==> src/rtl/icache_dm.sv <==
// Direct-mapped read-only instruction cache with whole-line refill and a 1-entry redirect slot.
// Optional hit/miss counters are enabled with `define ICACHE_STATS_EN.
module icache_dm #(
  parameter int LINES      = 16,
  parameter int LINE_WORDS = 4
) (
  input  logic        clk,
  input  logic        rst,
  input  logic [31:0] if_pc_icache_i,
  input  logic        if_req_icache_i,
  input  logic        if_jump_icache_i,
  input  logic        fc_flush_icache_i,
  output logic        icache_busy_fc_o,
  output logic [31:0] icache_inst_o,
  output logic [31:0] icache_pc_o,
  output logic        icache_valid_o,
  output logic        mem_req_o,
  output logic [31:0] mem_addr_o,
  input  logic        mem_rvalid_i,
  input  logic [31:0] mem_rdata_i
`ifdef ICACHE_STATS_EN
  ,
  output logic [31:0] icache_hits_o,
  output logic [31:0] icache_misses_o
`endif
);

  localparam int OFF_W = $clog2(LINE_WORDS);
  localparam int IDX_W = $clog2(LINES);
  localparam int TAG_W = 30 - OFF_W - IDX_W;

  localparam logic [1:0] S_IDLE   = 2'd0;
  localparam logic [1:0] S_REFILL = 2'd1;
  localparam logic [1:0] S_RESP   = 2'd2;

  logic [1:0]       state;
  logic [LINES-1:0] vbit;
  logic [TAG_W-1:0] tags [LINES];
  logic [31:0]      data [LINES*LINE_WORDS];

  logic [31:0]      miss_pc;
  logic [OFF_W-1:0] beat;
  logic             squash;
  logic             no_install;
  logic [31:0]      crit;
  logic             pend_vld;
  logic [31:0]      pend_pc;
  logic             valid_q;
  logic [31:0]      inst_q;
  logic [31:0]      pc_q;

  // A pending redirect takes priority over the fetch port in IDLE.
  logic             lk_en;
  logic [31:0]      lk_pc;
  logic [OFF_W-1:0] lk_off;
  logic [IDX_W-1:0] lk_idx;
  logic [TAG_W-1:0] lk_tag;
  logic             hit;

  assign lk_en  = (state == S_IDLE) & (pend_vld | if_req_icache_i);
  assign lk_pc  = pend_vld ? pend_pc : if_pc_icache_i;
  assign lk_off = lk_pc[OFF_W+1:2];
  assign lk_idx = lk_pc[OFF_W+IDX_W+1:OFF_W+2];
  assign lk_tag = lk_pc[31:OFF_W+IDX_W+2];
  assign hit    = vbit[lk_idx] & (tags[lk_idx] == lk_tag) & ~fc_flush_icache_i;

  logic [OFF_W-1:0] m_off;
  logic [IDX_W-1:0] m_idx;
  logic [TAG_W-1:0] m_tag;
  logic             jmp;
  logic             last_beat;
  logic             fill_done;

  assign m_off     = miss_pc[OFF_W+1:2];
  assign m_idx     = miss_pc[OFF_W+IDX_W+1:OFF_W+2];
  assign m_tag     = miss_pc[31:OFF_W+IDX_W+2];
  assign jmp       = if_req_icache_i & if_jump_icache_i;
  assign last_beat = &beat;
  assign fill_done = (state == S_REFILL) & mem_rvalid_i & last_beat;

  assign icache_busy_fc_o = (state == S_REFILL) | (lk_en & ~hit);
  assign mem_req_o        = (state == S_REFILL);
  assign mem_addr_o       = (state == S_REFILL) ? {miss_pc[31:OFF_W+2], beat, 2'b00} : 32'd0;
  assign icache_valid_o   = valid_q & ~((state == S_RESP) & jmp);
  assign icache_inst_o    = inst_q;
  assign icache_pc_o      = pc_q;

  always_ff @(posedge clk or posedge rst) begin
    if (rst) begin
      state      <= S_IDLE;
      vbit       <= '0;
      miss_pc    <= '0;
      beat       <= '0;
      squash     <= 1'b0;
      no_install <= 1'b0;
      crit       <= '0;
      pend_vld   <= 1'b0;
      pend_pc    <= '0;
      valid_q    <= 1'b0;
      inst_q     <= '0;
      pc_q       <= '0;
    end else begin
      valid_q <= 1'b0;
      if (fc_flush_icache_i) vbit <= '0;
      case (state)
        S_IDLE: begin
          if (lk_en) begin
            pend_vld <= 1'b0;
            if (hit) begin
              valid_q <= 1'b1;
              inst_q  <= data[{lk_idx, lk_off}];
              pc_q    <= lk_pc;
            end else begin
              miss_pc    <= lk_pc;
              beat       <= '0;
              squash     <= 1'b0;
              no_install <= 1'b0;
              state      <= S_REFILL;
            end
          end
        end
        S_REFILL: begin
          if (jmp) begin
            squash   <= 1'b1;
            pend_vld <= 1'b1;
            pend_pc  <= if_pc_icache_i;
          end
          if (fc_flush_icache_i) no_install <= 1'b1;
          if (mem_rvalid_i) begin
            if (beat == m_off) crit <= mem_rdata_i;
            beat <= beat + OFF_W'(1);
            if (last_beat) begin
              if (!no_install && !fc_flush_icache_i) vbit[m_idx] <= 1'b1;
              state <= S_RESP;
              if (!(squash || jmp)) begin
                valid_q <= 1'b1;
                pc_q    <= miss_pc;
                inst_q  <= (beat == m_off) ? mem_rdata_i : crit;
              end
            end
          end
        end
        S_RESP: begin
          // busy is already low here, so a new fetch is parked for the next IDLE lookup
          state <= S_IDLE;
          if (if_req_icache_i) begin
            pend_vld <= 1'b1;
            pend_pc  <= if_pc_icache_i;
          end
        end
        default: state <= S_IDLE;
      endcase
    end
  end

  always_ff @(posedge clk) begin
    if ((state == S_REFILL) && mem_rvalid_i) data[{m_idx, beat}] <= mem_rdata_i;
    if (fill_done) tags[m_idx] <= m_tag;
  end

`ifdef ICACHE_STATS_EN
  logic [31:0] hits;
  logic [31:0] misses;

  always_ff @(posedge clk or posedge rst) begin
    if (rst) begin
      hits   <= '0;
      misses <= '0;
    end else if (lk_en) begin
      if (hit && hits != 32'hFFFF_FFFF) hits <= hits + 32'd1;
      else if (!hit && misses != 32'hFFFF_FFFF) misses <= misses + 32'd1;
    end
  end

  assign icache_hits_o   = hits;
  assign icache_misses_o = misses;
`endif

endmodule

==> config.mk <==
export PLATFORM = sky130hd
export DESIGN_NAME = icache_dm
export DESIGN_NICKNAME = d
export VERILOG_FILES = /design/src/rtl/icache_dm.sv
export SDC_FILE = /design/constraint.sdc
export NUM_CORES = 2
export LEC_CHECK = 0
export BUFFER_PORTS_ARGS = -buffer_cell sky130_fd_sc_hd__buf_2
export CORE_MARGIN = 4
export CORE_UTILIZATION = 30
export DETAILED_ROUTE_END_ITERATION = 10
export PLACE_DENSITY = 0.53
export SKIP_CTS_REPAIR_TIMING = 1
export SKIP_LAST_GASP = 1
export SLEW_MARGIN = 20
export SYNTH_ARGS = -nofsm -noshare
export SYNTH_HDL_FRONTEND = slang
export SYNTH_SLANG_ARGS = --single-unit
==> constraint.sdc <==
create_clock -name clk -period 6 [get_ports clk]
set_clock_uncertainty 0.1 [all_clocks]
set_input_delay 0.6 -clock clk [delete_from_list [all_inputs] [get_ports clk]]
set_output_delay 0.6 -clock clk [all_outputs]
set_load 0.005 [all_outputs]
==> flow_metrics.tcl <==
set metrics [dict create \
    crit_arrival_ns 4.84 \
    tns_ns 0 \
    viasPerCell 5.36 \
    final_antenna_net_count 0 \
    slowest_delay_ns 0.61 \
    drt_iter0_markers 7423 \
    grt_pass1_wl_mm 458 \
    cp.required_ns 5.30 \
    post_drt_wl_per_cell_um 29.7 \
    setup_viol 0 \
    dp_hpwl_mm 196 \
    crit_path_end_kind "output pin" \
    status "finished clean" \
    clock.fmax_mhz 181 \
    slowest_stage "dfrtp_4" \
    ys_ff_latch 2616 \
    finalWirelength_mm 328 \
    ys_seq_area_frac 0.745 \
    drc 0 \
    pin_count 169 \
    critical_path_class "flop to output pin" \
    vdd_ir_drop_max_v 0.000320 \
    fin_cells 11014 \
    synth-edff-count 2432 \
    ys_types 63 \
    clk_pin_slew_worst_paths_ns 0.06 \
    fillerInstances 32422 \
    synth_top_area_frac 0.701 \
    regArea_um2 77600 \
    avgSynthCellArea_um2 18.0 \
    synthCells 5781 \
    core_area_um2 346000 \
    finish.net_count 6295 \
    area_delta_synth_final_pct 17.1 \
    cts_tree "done" \
    vias 59034 \
    gp_congestion 0.824 \
    leakage_nw 39.8 \
    maxCapViolCount 0 \
    final_core_util 0.353 \
    synth-main-ff-cell "edfxtp_1" \
    tightest_slew_ns 1.14 \
    maxSlewHeadroom 0.239 \
    rows 216 \
    powerDensity_nw_per_um2 486 \
    r2r_slack_ns 0.93 \
    dp.cells 10478 \
    grt_max_degree 105 \
    rsz0062_at_grt "false" \
    die_width_um 597 \
    firstDrtPassIters 8 \
    synth_common_cells "2432 x edfxtp_1, 768 x nand2_1, 522 x mux4_2" \
    maxSlewViolCount 0 \
    worstPathMaxFanout 36 \
    clk_latency_ns 0.87 \
    max-clock-path-buffers 4 \
    antenna_found_initial 25 \
    multi_input_area_um2 25400 \
    synth.most_common_cell "edfxtp_1" \
    synth_area_leaders "edfxtp_1 70%, mux4_2 11%, dfrtp_1 4.4%" \
    ys_async_sr_fraction 0.0703 \
    h-tree-depth 5 \
    path_cells "mux2_8, o21ai_1, o22ai_1, nor4_1, xnor2_1, o21ai_0, a2111oi_0, buf_4, nand4_1, nand3_2, nand2_1, buf_2" \
    syn_area_um2 104000 \
    hp-class "primary input to flop" \
    fin_crit_ns 5.54 \
    dieArea_um2 357000 \
    cp-start-kind "flop" \
    cts_sinks 2616 \
    period_share 0.923 \
    drive_gt1_frac 0.244 \
    cts_buffers 283 \
    grt_usage 0.179 \
    yosys.area.top_type "edfxtp_1" \
    cp.buffers_inverters 2 \
    yosys_warnings 0 \
    grt_pass1_vias 58405 \
    hold_violations 0 \
    start_util 0.301 \
    grt_overflow 0 \
    clockRootBuffer "clkbuf_16" \
    crit_family "compound AO/OA/AOI/OAI gates" \
    port_buffers 166 \
    die_h_um 597 \
]
-- worst reg2reg max path, delay by kind of cell, from the launching register on --
kind,cells,cell delay [ns]
simple gates,4,0.70
buf+inv,3,0.97
flops,1,0.61
compound gates,3,1.62
mux,2,0.96
-- sequential cells by signal (all words and copies together) (netlist names), 16 cells and up --
signal and flops:
crit 32, icache_inst_o 32, icache_pc_o 32, data 2048
vbit 16, miss_pc 32, tags 384, pend_pc 32
-- power by group --
group / switching (mW) / total, mW / internal [mW]
Sequential: 0.926 / 22.1 / 21.2
Clock: 7.12 / 16.7 / 9.59
Combinational: 12.7 / 20.5 / 7.74
Total: 20.8 / 59.3 / 38.5
-- stage by stage --
stage / power (mW) / cell area, um^2 / worst slack [ns] / hold WS (ns)
after detailed placement: 42.9 / 113000 / 0.820 / 0.370
after global placement: 42.6 / 113000 / 0.831 / 0.363
after floorplan: 34.2 / 104000 / 0.300 / 0.349
after global routing: 61.7 / 122000 / 0.0995 / 0.0241
final: 59.3 / 122000 / 0.464 / 0.0234
after CTS: 59.5 / 122000 / 0.106 / -0.267
-- layout by cell type, fill, tap and decap left out, drive strengths merged, types with 6 or more instances in the layout --
master | synthesis | layout
clkbuf | 192 | 352
clkinvlp | 0 | 6
nand2 | 768 | 768
diode | 0 | 6
a32oi | 7 | 7
o211ai | 18 | 18
xnor2 | 29 | 29
nor2 | 168 | 168
nand4 | 16 | 16
and3 | 144 | 144
a221o | 18 | 18
nand3 | 202 | 202
and2 | 9 | 9
a311oi | 94 | 94
nor4 | 31 | 31
mux2i | 191 | 191
o22ai | 42 | 42
a31oi | 47 | 47
clkinv | 0 | 109
inv | 48 | 61
nor3 | 71 | 71
buf | 190 | 505
mux4 | 522 | 522
dfrtp | 184 | 184
dlygate4sd3 | 0 | 30
edfxtp | 2432 | 2432
o311ai | 24 | 24
a221oi | 27 | 27
bufinv | 0 | 14
o21ai | 82 | 82
mux2 | 60 | 61
a21oi | 59 | 59
a311o | 51 | 51
-- cell families (layout without fill, tap and decap cells) --
kind of cell | Yosys count | in the layout | synth area share
compound gates | 493 | 493 | 0.0348
simple gates | 1432 | 1432 | 0.0606
fa+ha+maj | 4 | 4 | 0.000480
flops | 2616 | 2616 | 0.745
other cells | 1 | 8 | 0.0000360
xor+xnor | 32 | 32 | 0.00269
mux | 773 | 774 | 0.138
buf+inv | 430 | 1077 | 0.0185
-- per-layer routing --
metal / GRT usage / wire length (um) / vias to the layer above
li1: - / - / 24105
met1: 0.257 / 140000 / 31782
met2: 0.276 / 149000 / 2668
met3: 0.0372 / 29100 / 473
met4: 0.0484 / 9160 / 6
met5: 0 / 37 / -
-- worst paths after layout --
path / start / to / cells after the start
worst max register to register: pend_vld$_DFFE_PP0P_ / icache_inst_o[19]$_DFFE_PP0P_ / 12
max in group asynchronous: rst / crit[22]$_DFFE_PP0P_ / 4
worst min register to register: crit[5]$_DFFE_PP0P_ / crit[5]$_DFFE_PP0P_ / 2
min in group asynchronous: rst / icache_pc_o[8]$_DFFE_PP0P_ / 3
worst max-delay path: pend_vld$_DFFE_PP0P_ / icache_busy_fc_o / 12
worst min-delay path: mem_rdata_i[9] / crit[9]$_DFFE_PP0P_ / 3
-- cell type report --
cell class,instances,share of cell area
Inverter,48,0.00154
Antenna cell,6,0.000123
Multi-Input combinational cell,2737,0.208
Tap cell,4578,0.0470
Clock inverter,142,0.00905
Timing Repair Buffer,535,0.0352
Sequential cell,2616,0.636
Clock buffer,352,0.0623
(Power assumes the default switching activity.)
